$ cat config.mk
export PLATFORM = sky130hd
export DESIGN_NAME = id_hazard_unit
export DESIGN_NICKNAME = d
export VERILOG_FILES = /design/src/rtl/id_hazard_unit.sv
export SDC_FILE = /design/constraint.sdc
export NUM_CORES = 1
export LEC_CHECK = 0
export CAP_MARGIN = 10
export CELL_PAD_IN_SITES_DETAIL_PLACEMENT = 1
export CELL_PAD_IN_SITES_GLOBAL_PLACEMENT = 2
export CORE_MARGIN = 3
export CORE_UTILIZATION = 41
export DETAILED_ROUTE_END_ITERATION = 8
export DONT_BUFFER_PORTS = 1
export PLACE_DENSITY = 0.87
export SYNTH_ARGS = -nofsm -noshare
export SYNTH_HDL_FRONTEND = slang
export SYNTH_SLANG_ARGS = --single-unit
$ cat constraint.sdc
create_clock -name clk -period 3.2 [get_ports clk]
set_clock_uncertainty 0.1 [all_clocks]
set_input_delay 0.64 -clock clk [delete_from_list [all_inputs] [get_ports clk]]
set_output_delay 0.64 -clock clk [all_outputs]
set_load 0.005 [all_outputs]
$ cat src/rtl/id_hazard_unit.sv
// Decode-stage forwarding and load-use interlock: tracks EX/MEM/WB destination tags and
// resolves rs1/rs2 of the ID instruction. Define ID_BYPASS_EN to enable forwarding.
module id_hazard_unit #(
  parameter int XLEN  = 32,
  parameter int CNT_W = 32
) (
  input  logic             clk,
  input  logic             rst_n,
  input  logic [XLEN-1:0]  instr,
  input  logic             id_valid,
  input  logic             flush,
  output logic [1:0]       fwd_rs1,
  output logic [1:0]       fwd_rs2,
  output logic             stall,
  output logic [CNT_W-1:0] stall_count
);

  typedef enum logic [1:0] {
    FWD_RF  = 2'd0,
    FWD_EX  = 2'd1,
    FWD_MEM = 2'd2,
    FWD_WB  = 2'd3
  } id_fwd_sel_t;

  typedef struct packed {
    logic       valid;
    logic [4:0] rd;
    logic       is_load;
  } tag_t;

  typedef struct packed {
    logic        stall;
    id_fwd_sel_t sel;
  } src_res_t;

  localparam logic [6:0] OPC_LUI    = 7'b0110111;
  localparam logic [6:0] OPC_AUIPC  = 7'b0010111;
  localparam logic [6:0] OPC_JAL    = 7'b1101111;
  localparam logic [6:0] OPC_JALR   = 7'b1100111;
  localparam logic [6:0] OPC_BRANCH = 7'b1100011;
  localparam logic [6:0] OPC_LOAD   = 7'b0000011;
  localparam logic [6:0] OPC_STORE  = 7'b0100011;
  localparam logic [6:0] OPC_OP_IMM = 7'b0010011;
  localparam logic [6:0] OPC_OP     = 7'b0110011;

  logic [6:0] opcode;
  logic [4:0] rs1, rs2, rd;
  logic       uses_rs1, uses_rs2, writes_rd;
  tag_t       id_tag, ex_q, mem_q, wb_q;
  src_res_t   res1, res2;
  logic       unused_bits;

  assign opcode = instr[6:0];
  assign rd     = instr[11:7];
  assign rs1    = instr[19:15];
  assign rs2    = instr[24:20];

  // Function/immediate fields and the WB load flag play no part in hazard resolution.
  assign unused_bits = ^{instr[XLEN-1:25], instr[14:12], wb_q.is_load};

  // NOTE: every always_comb output gets a default first so no path can infer a latch.
  always_comb begin
    uses_rs1  = 1'b0;
    uses_rs2  = 1'b0;
    writes_rd = 1'b0;
    case (opcode)
      OPC_LUI, OPC_AUIPC, OPC_JAL: writes_rd = 1'b1;
      OPC_JALR, OPC_LOAD, OPC_OP_IMM: begin
        uses_rs1  = 1'b1;
        writes_rd = 1'b1;
      end
      OPC_BRANCH, OPC_STORE: begin
        uses_rs1 = 1'b1;
        uses_rs2 = 1'b1;
      end
      OPC_OP: begin
        uses_rs1  = 1'b1;
        uses_rs2  = 1'b1;
        writes_rd = 1'b1;
      end
      default: ;
    endcase
  end

  assign id_tag = '{valid: writes_rd && (rd != 5'd0), rd: rd, is_load: opcode == OPC_LOAD};

  function automatic src_res_t resolve(input logic used, input logic [4:0] rs,
                                       input tag_t ex, input tag_t mem, input tag_t wb);
    src_res_t r;
    r.stall = 1'b0;
    r.sel   = FWD_RF;
    if (used && rs != 5'd0) begin
`ifdef ID_BYPASS_EN
      // Youngest producer wins; a load only becomes forwardable once it reaches WB.
      if (ex.valid && ex.rd == rs) begin
        if (ex.is_load) r.stall = 1'b1;
        else            r.sel   = FWD_EX;
      end else if (mem.valid && mem.rd == rs) begin
        if (mem.is_load) r.stall = 1'b1;
        else             r.sel   = FWD_MEM;
      end else if (wb.valid && wb.rd == rs) begin
        r.sel = FWD_WB;
      end
`else
      r.stall = (ex.valid && ex.rd == rs) || (mem.valid && mem.rd == rs) ||
                (wb.valid && wb.rd == rs);
`endif
    end
    return r;
  endfunction

  assign res1    = resolve(uses_rs1, rs1, ex_q, mem_q, wb_q);
  assign res2    = resolve(uses_rs2, rs2, ex_q, mem_q, wb_q);
  assign stall   = id_valid && (res1.stall || res2.stall);
  assign fwd_rs1 = stall ? FWD_RF : res1.sel;
  assign fwd_rs2 = stall ? FWD_RF : res2.sel;

  // NOTE: sequential state uses non-blocking assignments so the shift reads pre-edge values.
  always_ff @(posedge clk or negedge rst_n) begin
    if (!rst_n) begin
      ex_q  <= '0;
      mem_q <= '0;
      wb_q  <= '0;
    end else if (flush) begin
      ex_q  <= '0;
      mem_q <= '0;
      wb_q  <= '0;
    end else begin
      wb_q  <= mem_q;
      mem_q <= ex_q;
      ex_q  <= (id_valid && !stall) ? id_tag : '0;
    end
  end

  always_ff @(posedge clk or negedge rst_n) begin
    if (!rst_n) begin
      stall_count <= '0;
    end else if (stall && stall_count != '1) begin
      stall_count <= stall_count + CNT_W'(1);
    end
  end

endmodule

==> results of run 1 <==
## worst max path at each step
stage | from | to | slack (ns)
after floorplan | instr[1] | stall | 0.73
final | mem_q[1]$_DFF_PN0_ | stall | 0.48
after global placement | instr[1] | stall_count[1]$_DFFE_PN0P_ | 0.55
after CTS | mem_q[1]$_DFF_PN0_ | stall | 0.46
after detailed placement | instr[1] | stall_count[1]$_DFFE_PN0P_ | 0.53
after global routing | mem_q[1]$_DFF_PN0_ | stall | 0.30
## state kept, by name (all words and copies together), names as in the netlist
name,count
wb_q,6
stall_count,32
mem_q,6
ex_q,6
## cell families (layout without fill, tap and decap cells)
group,Yosys count,after routing,share of synthesized area
adders and majority gates,1,1,0.004712
xor gates and xnor gates,61,61,0.2012
other,1,4,0.001412
buffers and inverters,21,20,0.04288
and+or+nand+nor,117,117,0.2352
DFF,50,50,0.4713
AOI/OAI and AO/OA,9,9,0.03911
muxes,1,1,0.004241
## power groups by stage
stage	registers (mW)	clock network, mW	logic (mW)
2_1_floorplan	0.654	0	0.0413
3_3_place_gp	0.654	0	0.0401
3_5_place_dp	0.655	0	0.0411
4_1_cts	0.642	0.407	0.0579
5_1_grt	0.643	0.445	0.0650
6_report	0.642	0.393	0.0562
## final cells by class
type	instances	area [um^2]	share of cell area
repair buffers	2	35.03	0.01243
inverters	10	37.54	0.01332
flip-flops and latches	50	1251	0.4441
well taps	75	93.84	0.03330
clock inverters	2	16.27	0.005773
multi-input cells	193	1301	0.4618
clock buffers	6	82.58	0.02931
## worst reg2reg max path: cells and delay by family, from the launching register on
kind	cells	cell delay, ns
compound gates	2	0.35
fa+ha+maj	1	0.23
mux	1	0.31
simple gates	3	0.65
buf+inv	1	0.24
flops	1	0.47
## per-stage QoR
step | worst slack (ns) | cells | util
3_5_place_dp | 0.5339 | 329 | 0.4415
3_3_place_gp | 0.5493 | 329 | 0.4415
6_report | 0.4806 | 338 | 0.4622
2_1_floorplan | 0.7320 | 264 | -
5_1_grt | 0.3030 | 338 | 0.4622
4_1_cts | 0.4619 | 338 | 0.4622
## layer usage
metal  part of all wire  vias to the layer above
met2               0.48                       40
met1               0.45                      914
met3              0.057                        6
met5                  0                        -
met4              0.011                        0
li1                   -                      883
## what timing repair did
action | 4_1_cts | 5_1_grt
hold buffers | 1 | 0
setup endpoints to repair | 0 | 0
hold endpoints to repair | 50 | 0
buffers inserted | 0 | 0
## cells in the final DEF (no fill, tap or decap), types with 7 or more instances in the layout
master   synthesis  final
nor2_1          14     14
xor2_1          25     25
inv_1            9      9
dfrtp_1         50     50
nand2_1         22     22
nand4_1         16     16
xnor2_1         36     36
nor4_1           9      9
nand3_1         18     18
nor2b_1         13     13
nor3_1           7      7
==> flow_metrics.py, run 1 <==
metrics = {
    "placement": {
        "hpwl_um": 4415,
        "numPortBuffers": 0,
        "gp_congestion": 0.8101,
        "placed_area_mm2": 0.002691,
    },
    "run": {
        "maxCapViolations": 0,
    },
    "clock_network": {
        "ctsResizeCount": 0,
        "cts_tree": "yes",
        "cts_num_sinks": 50,
        "clockRootBuffer": "clkbuf_8",
        "cts_buffers": 5,
        "cts_buffer_depth": 2,
        "clock_latency_ns": 0.31,
        "clk_pin_slew_ns": 0.10,
        "htree_levels": 2,
    },
    "sta": {
        "slew_violations": 0,
        "rsz0062_at_grt": "false",
        "fmax_mhz": 367.7,
        "tns_ns": 0,
        "whs_ns": 0.06749,
        "finalHoldViolCount": 0,
        "period_share": 0.8498,
        "worstMarginPinSlew_ns": 0.5041,
        "relSlewSlack": 0.6609,
        "setup_violations": 0,
        "fin_crit_ns": 2.719,
    },
    "critical_path": {
        "rr_startpoint": "stall_count[0]$_DFFE_PN0P_",
        "r2r-end": "stall_count[1]$_DFFE_PN0P_",
        "crit_family": "simple AND/OR/NAND/NOR gates",
        "arrival_ns": 1.98,
        "start_kind": "flop",
        "rrSetupSlack_ns": 0.75,
        "crit_path_cell_trace": "xor2_1 > nor4_1 > nand3_1 > and3_1 > o22ai_2 > and2_1",
        "ff2ff_path_depth": 8,
        "cp-end-kind": "output pin",
        "cp.depth": 6,
        "crit_type": "reg -> out",
        "crit_path_max_fanout": 3,
        "slowest_delay_ns": 0.42,
        "cp_slowest_cell": "dfrtp_1",
        "cp_num_buf_inv": 0,
        "required_ns": 2.46,
    },
    "logic_synthesis": {
        "synthTopCellsByArea": "dfrtp_1 (47%), xnor2_1 (12%), xor2_1 (8.2%)",
        "ys_seq_area_frac": 0.4713,
        "ys.flop_type": "dfrtp_1",
        "synth_seq_cells": 50,
        "async_flop_share": 1.000,
        "synth_common_cells": "dfrtp_1 (50), xnor2_1 (36), xor2_1 (25), nand2_1 (22), nand3_1 (18)",
        "syn_inst": 261,
        "syn_area_per_cell_um2": 10.17,
        "synth_top_area_cell": "dfrtp_1",
        "yosys.area.top_type_share": 0.4713,
        "syn-cell-area_mm2": 0.002655,
        "synth_most_common_cell": "dfrtp_1",
        "ys.warnings.count": 0,
        "ys_types": 36,
        "synth-edff-count": 0,
    },
    "pwr": {
        "ir_drop_mv": 0.1946,
        "power_per_cell_area_mw_per_mm2": 387.1,
        "p_comb_frac": 0.052,
        "p_int_mw": 0.8404,
        "p_total_mw": 1.091,
        "pwr-share-seq": 0.588,
        "clockPowerShare": 0.360,
        "p_switching_mw": 0.2503,
        "p_sw_frac": 0.2295,
        "p_leak_nw": 1.200,
    },
    "detailed_routing": {
        "dr.first_iter.drc_count": 105,
        "dr.pass1.iters": 4,
        "drcViolationCount": 0,
        "antenna_left": 0,
        "routedWlPerCell_um": 17.54,
        "drt_wl_total_um": 5929,
        "via_count": 1843,
        "post_drt_via_cell_ratio": 5.453,
    },
    "finish": {
        "finalNetCount": 299,
        "fill_cells": 713,
        "antennaDiodeCount": 0,
        "drive_gt1_frac": 0.06844,
        "finalInstanceArea_mm2": 0.002818,
        "synthToLayoutAreaGrowth_pct": 6.126,
    },
    "grt": {
        "antenna_found_initial": 0,
        "grtUsageTotal": 0.1725,
        "grt_overflow_total": 0,
        "grt_pass1_vias": 1966,
        "met3_usage": 0.05228,
        "use_met1": 0.2359,
        "grt_pass1_wl_um": 10060,
        "use_met2": 0.2684,
        "busiest_layer": "met2",
        "grt_start_max_net_pins": 51,
    },
    "floorplan": {
        "core_mm2": 0.006096,
        "io_pins": 73,
        "die_w_um": 86.47,
        "floorplan.initialDensity": 0.4356,
        "rows": 28,
        "dieArea_mm2": 0.007477,
        "dieHeight_um": 86.47,
    },
    "status": {
        "status": "finished, final reports clean",
    },
    "min_path": {
        "hold_path_class": "in -> async",
    },
}
No activity file was read; power rests on OpenSTA's default activity.
==> run 2: changes to the inputs <==
--- a/config.mk
+++ b/config.mk
@@ -9,10 +9,10 @@
 export CELL_PAD_IN_SITES_DETAIL_PLACEMENT = 1
 export CELL_PAD_IN_SITES_GLOBAL_PLACEMENT = 2
 export CORE_MARGIN = 3
-export CORE_UTILIZATION = 41
+export CORE_UTILIZATION = 35
 export DETAILED_ROUTE_END_ITERATION = 8
 export DONT_BUFFER_PORTS = 1
-export PLACE_DENSITY = 0.87
+export PLACE_DENSITY = 0.79
 export SYNTH_ARGS = -nofsm -noshare
 export SYNTH_HDL_FRONTEND = slang
 export SYNTH_SLANG_ARGS = --single-unit
==> constraint.sdc (replaced) <==
create_clock -name clk -period 2.3 [get_ports clk]
set_clock_uncertainty 0.1 [all_clocks]
set_input_delay 0.46 -clock clk [delete_from_list [all_inputs] [get_ports clk]]
set_output_delay 0.46 -clock clk [all_outputs]
set_load 0.005 [all_outputs]
==> run 2 against run 1 <==
The flow now finishes with violations (negative setup slack). Critical endpoint unchanged. Setup slack got worse by 0.61 ns. Critical path depth did not move. Worst hold slack improved by 0.041 ns. Clock power rose by 56%. Sequential share of layout area fell by 3.4 points. Sequential cell count did not move. Wire length rose by 5.0%. Global-route usage fell by 2.2 points. Power rose by 46%. Highest routed layer unchanged. Utilization fell by 4.3 points. Clock-buffer cell count fell by 1. Cell area rose by 8.4%.
==> flow_metrics.py, run 2 (same netlist as run 1, synthesis figures left out) <==
metrics = {
    "critical_path": {
        "ff2ff_path_depth": 9,
        "crit_end": "stall",
        "cp_slowest_cell": "dfrtp_1",
        "rrSetupSlack_ns": 0.05,
        "required_ns": 1.74,
        "start_kind": "flop",
        "arrival_ns": 1.87,
        "crit_path_max_fanout": 3,
        "worstSetupStartpoint": "mem_q[4]$_DFF_PN0_",
        "r2r-end": "stall_count[26]$_DFFE_PN0P_",
        "cp-end-kind": "output pin",
        "crit_path_cell_trace": "xor2_1 > nor4_2 > nand3_1 > and3_4 > o22ai_4 > and2_4",
        "rr_startpoint": "mem_q[4]$_DFF_PN0_",
        "crit_type": "reg -> out",
        "slowest_delay_ns": 0.42,
    },
    "finish": {
        "fill_cells": 864,
        "most-common-layout-cells": "dfrtp_1 (50), xnor2_1 (36), xor2_1 (25)",
        "largest_reg_flops": 32,
        "regMostFlops": "stall_count",
        "finalNetCount": 319,
        "utilization": 0.4188,
        "synthToLayoutAreaGrowth_pct": 15.03,
        "antennaDiodeCount": 0,
        "final_cell_count_no_fill": 382,
        "drive_gt1_frac": 0.1484,
        "layout_commonest_cell": "dfrtp_1",
    },
    "sta": {
        "fmax_mhz": 411.7,
        "setup_ws_ns": -0.1290,
        "finalHoldViolCount": 0,
        "rsz0062_at_grt": "true",
        "setup_violations": 1,
        "worstMarginPinSlew_ns": 0.5385,
        "period_share": 1.056,
        "slew_violations": 0,
        "relSlewSlack": 0.6377,
        "tns_ns": -0.1290,
        "fin_crit_ns": 2.429,
    },
    "placement": {
        "numPortBuffers": 0,
        "placedCellCount": 370,
        "hpwl_um": 4741,
        "pre_cts_ws_ns": -0.1689,
        "gp_congestion": 0.7262,
    },
    "grt": {
        "grt_overflow_total": 0,
        "grt_pass1_wl_um": 10160,
        "grtUsageTotal": 0.1504,
        "grt_start_max_net_pins": 51,
        "grt_pass1_vias": 1968,
        "antenna_found_initial": 0,
    },
    "run": {
        "maxCapViolations": 0,
    },
    "pwr": {
        "power_per_cell_area_mw_per_mm2": 521.1,
        "ir_drop_mv": 0.2285,
        "p_total_mw": 1.591,
        "p_leak_nw": 1.320,
    },
    "min_path": {
        "whs_path_depth": 1,
        "hold_path_class": "in -> reg",
    },
    "detailed_routing": {
        "routedWlPerCell_um": 16.30,
        "drcViolationCount": 0,
        "dr.first_iter.drc_count": 64,
        "route.met2.wl_um": 3142,
        "post_drt_via_cell_ratio": 4.984,
        "dr.pass1.iters": 4,
        "via_count": 1904,
        "antenna_left": 0,
        "dr.max_layer_used": "met4",
        "m1WireLength_um": 2716,
        "drt_wl_total_um": 6225,
        "met3WireLength_um": 305,
    },
    "clock_network": {
        "clockRootBuffer": "clkbuf_8",
        "cts_num_sinks": 50,
        "cts_buffer_depth": 2,
        "cts_tree": "yes",
        "cts_buffers": 5,
        "clock_latency_ns": 0.30,
        "clk_pin_slew_ns": 0.09,
        "htree_levels": 2,
    },
    "floorplan": {
        "dieArea_mm2": 0.008667,
        "floorplan.initialDensity": 0.3641,
        "core_mm2": 0.007292,
        "dieHeight_um": 93.10,
        "io_pins": 73,
        "rows": 31,
        "die_w_um": 93.10,
    },
    "status": {
        "violations": "negative setup slack",
        "status": "complete, but fails checks",
    },
}
==> run 2: critical path: cells and delay by family, from the launching register on <==
family	cells	cell delay (ns)
XOR/XNOR	1	0.19
flip-flops	1	0.42
AO/OA/AOI/OAI	1	0.17
AND/OR/NAND/NOR	4	0.80
==> run 2: how the worst min path moves through the flow <==
| stage | start | to | slack (ns) |
|---|---|---|---|
| floorplan | rst_n | ex_q[1]$_DFF_PN0_ | 0.06 |
| global placement | rst_n | stall_count[23]$_DFFE_PN0P_ | 0.07 |
| detailed placement | rst_n | stall_count[23]$_DFFE_PN0P_ | 0.07 |
| CTS | flush | wb_q[6]$_DFF_PN0_ | 0.1 |
| global route | flush | wb_q[2]$_DFF_PN0_ | 0.09 |
| finish | flush | wb_q[4]$_DFF_PN0_ | 0.11 |
==> run 2: metal layers <==
| metal | GRT usage | up-vias |
|---|---|---|
| met3 | 0.04023 | 6 |
| met2 | 0.2472 | 39 |
| met4 | 0.03663 | 0 |
| met1 | 0.1975 | 938 |
| li1 | - | 921 |
| met5 | 0 | - |
==> run 2: power by group <==
| group | internal (mW) | switching (mW) | leakage (nW) |
|---|---|---|---|
| combinational | 0.0398 | 0.0466 | 0.568 |
| sequential | 0.886 | 0.00777 | 0.694 |
| clock | 0.320 | 0.291 | 0.0579 |
==> run 2: layout make-up <==
cell class              instances  area [um^2]  share of cell area
repair buffers                 22        195.2             0.06391
clock buffers                   5        68.82             0.02253
clock inverters                 3        40.04             0.01311
flip-flops and latches         50         1251              0.4097
inverters                      10        37.54             0.01229
multi-input cells             193         1338              0.4379
well taps                      99        123.9             0.04056
==> run 2: repair_timing <==
action	CTS	global route
endpoints found under the hold margin	50	0
setup endpoints to repair	1	29
buffers inserted	2	0
hold buffers	2	0
gates resized for setup	6	3
pin swaps	10	13
==> run 2: metrics by stage <==
| step | hold slack [ns] | instance area [um^2] |
|---|---|---|
| finish | 0.1087 | 3054 |
| global placement | 0.06547 | 2849 |
| global route | 0.09470 | 3054 |
| floorplan | 0.06441 | 2666 |
| CTS | 0.09970 | 3042 |
| detailed placement | 0.06534 | 2849 |
==> run 3: changes to the inputs <==
--- a/config.mk
+++ b/config.mk
@@ -9,10 +9,10 @@
 export CELL_PAD_IN_SITES_DETAIL_PLACEMENT = 1
 export CELL_PAD_IN_SITES_GLOBAL_PLACEMENT = 2
 export CORE_MARGIN = 3
-export CORE_UTILIZATION = 35
+export CORE_UTILIZATION = 38
 export DETAILED_ROUTE_END_ITERATION = 8
 export DONT_BUFFER_PORTS = 1
-export PLACE_DENSITY = 0.79
+export PLACE_DENSITY = 0.82
 export SYNTH_ARGS = -nofsm -noshare
 export SYNTH_HDL_FRONTEND = slang
 export SYNTH_SLANG_ARGS = --single-unit
==> constraint.sdc (replaced) <==
create_clock -name clk -period 2.6 [get_ports clk]
set_clock_uncertainty 0.1 [all_clocks]
set_input_delay 0.52 -clock clk [delete_from_list [all_inputs] [get_ports clk]]
set_output_delay 0.52 -clock clk [all_outputs]
set_load 0.005 [all_outputs]
==> run 3 against run 2 <==
The run now ends clean. Critical path type unchanged. Critical path depth unchanged. Largest cell class unchanged. Non-clock buffer count decreased by 17. Wire length decreased by 4.9%. Highest routed layer unchanged. Power down 18%. Final cell count is 6.3% lower. Sequential power shrank 12%. Critical endpoint unchanged. Worst hold slack better by 0.064 ns.
==> flow_metrics.py, run 3 (same netlist as run 1, synthesis figures left out) <==
metrics = {
    "critical_path": {
        "required_ns": 1.98,
        "crit_path_cell_trace": "xor2_1 > nor4_2 > nand3_1 > and3_4 > o22ai_4 > and2_4",
        "start_kind": "flop",
        "crit_type": "reg -> out",
        "cp-end-kind": "output pin",
        "slowest_delay_ns": 0.42,
        "arrival_ns": 1.92,
        "crit_path_max_fanout": 3,
        "cp_slowest_cell": "dfrtp_1",
    },
    "sta": {
        "fmax_mhz": 393.0,
        "slew_violations": 0,
        "period_share": 0.9787,
        "relSlewSlack": 0.6327,
        "worstMarginPinSlew_ns": 0.5460,
        "fin_crit_ns": 2.545,
        "setup_ws_ns": 0.05537,
        "finalHoldViolCount": 0,
        "rsz0062_at_grt": "true",
        "setup_violations": 0,
    },
    "floorplan": {
        "dieHeight_um": 89.59,
        "dieArea_mm2": 0.008026,
        "io_pins": 73,
        "floorplan.initialDensity": 0.4043,
        "core_mm2": 0.006568,
        "rows": 29,
        "die_w_um": 89.59,
    },
    "finish": {
        "most-common-layout-cells": "dfrtp_1 (50), xnor2_1 (36), xor2_1 (25)",
        "layout_commonest_cell": "dfrtp_1",
        "fill_cells": 738,
        "finalNetCount": 302,
        "synthToLayoutAreaGrowth_pct": 9.614,
        "finalInstanceArea_mm2": 0.002910,
        "drive_gt1_frac": 0.09811,
        "antennaDiodeCount": 0,
        "largest_reg_flops": 32,
        "utilization": 0.4431,
        "regMostFlops": "stall_count",
    },
    "placement": {
        "placed_area_mm2": 0.002734,
        "gp_congestion": 0.7763,
        "hpwl_um": 4408,
        "pre_cts_ws_ns": 0.1523,
        "numPortBuffers": 0,
    },
    "detailed_routing": {
        "post_drt_via_cell_ratio": 5.215,
        "routedWlPerCell_um": 16.53,
        "drt_wl_total_um": 5918,
        "drcViolationCount": 0,
        "dr.pass1.iters": 4,
        "dr.first_iter.drc_count": 67,
        "via_count": 1867,
        "antenna_left": 0,
    },
    "clock_network": {
        "cts_num_sinks": 50,
        "clockRootBuffer": "clkbuf_8",
        "clock_latency_ns": 0.30,
        "clk_pin_slew_ns": 0.09,
        "cts_buffer_depth": 2,
        "cts_tree": "yes",
        "cts_buffers": 5,
        "htree_levels": 2,
    },
    "pwr": {
        "power_per_cell_area_mw_per_mm2": 447.8,
        "ir_drop_mv": 0.1609,
        "p_leak_nw": 1.213,
        "p_total_mw": 1.303,
    },
    "grt": {
        "grt_pass1_wl_um": 9991,
        "grt_overflow_total": 0,
        "grtUsageTotal": 0.1616,
        "grt_pass1_vias": 1904,
        "antenna_found_initial": 0,
        "grt_start_max_net_pins": 51,
    },
    "min_path": {
        "hold_path_class": "in -> reg",
    },
    "status": {
        "status": "finished, final reports clean",
    },
    "run": {
        "maxCapViolations": 0,
    },
}
run 3: changes by cell type in the layout (fill, tap and decap cells not counted), sizes merged:
cell / previous run / this run
buf: 21 / 4
clkinv: 2 / 0
bufinv: 1 / 0
clkbuf: 5 / 6
clkinvlp: 0 / 1
run 3: where the power goes:
group / internal [mW] / switching, mW
clock network: 0.185 / 0.251
registers: 0.783 / 0.00663
logic: 0.0339 / 0.0434
total: 1.00 / 0.301
run 3: critical path: cells and delay by family, from the launching register on:
kind | cells | cell delay, ns
simple gates | 4 | 0.84
compound gates | 1 | 0.19
xor+xnor | 1 | 0.19
flops | 1 | 0.42
run 3: layout make-up:
type	count	area, um^2	area share
multi-input cells	193	1353	0.4647
clock inverters	1	7.507	0.002580
flip-flops and latches	50	1251	0.4299
inverters	10	37.54	0.01290
clock buffers	6	72.57	0.02494
repair buffers	5	72.57	0.02494
well taps	93	116.4	0.03998
run 3: worst paths after layout:
path / cells past startpoint / slack [ns] / startpoint / end
max: 6 / 0.06 / wb_q[3]$_DFF_PN0_ / stall
min: 1 / 0.17 / flush / wb_q[1]$_DFF_PN0_
max reg2reg: 8 / 0.33 / stall_count[1]$_DFFE_PN0P_ / stall_count[1]$_DFFE_PN0P_
min reg2reg: 1 / 0.43 / stall_count[27]$_DFFE_PN0P_ / stall_count[27]$_DFFE_PN0P_
max in group asynchronous: 2 / 1.56 / rst_n / stall_count[3]$_DFFE_PN0P_
min in group asynchronous: 2 / 0.62 / rst_n / stall_count[31]$_DFFE_PN0P_
run 3: repair_timing:
action | CTS | global route
buffers inserted | 0 | 1
gates resized for setup | 1 | 8
endpoints found under the setup margin | 1 | 4
endpoints found under the hold margin | 50 | 0
hold buffers | 2 | 0
gates cloned | 0 | 0
pin swaps | 0 | 8
run 3: per-layer routing:
layer / vias up / GRT usage / routed length [um] / part of all wire
met5: - / 0 / 0 / 0
met3: 4 / 0.05474 / 384 / 0.065
met1: 935 / 0.2223 / 2764 / 0.47
li1: 884 / - / - / -
met4: 0 / 0.04060 / 47 / 0.0079
met2: 44 / 0.2453 / 2721 / 0.46
run 3: stage by stage:
step / cells / TNS, ns / hold slack, ns
4_1_cts: 357 / 0 / 0.1632
3_3_place_gp: 348 / 0 / 0.1266
2_1_floorplan: 264 / 0 / 0.1244
6_report: 358 / 0 / 0.1726
5_1_grt: 358 / -0.03473 / 0.1417
3_5_place_dp: 348 / 0 / 0.1262
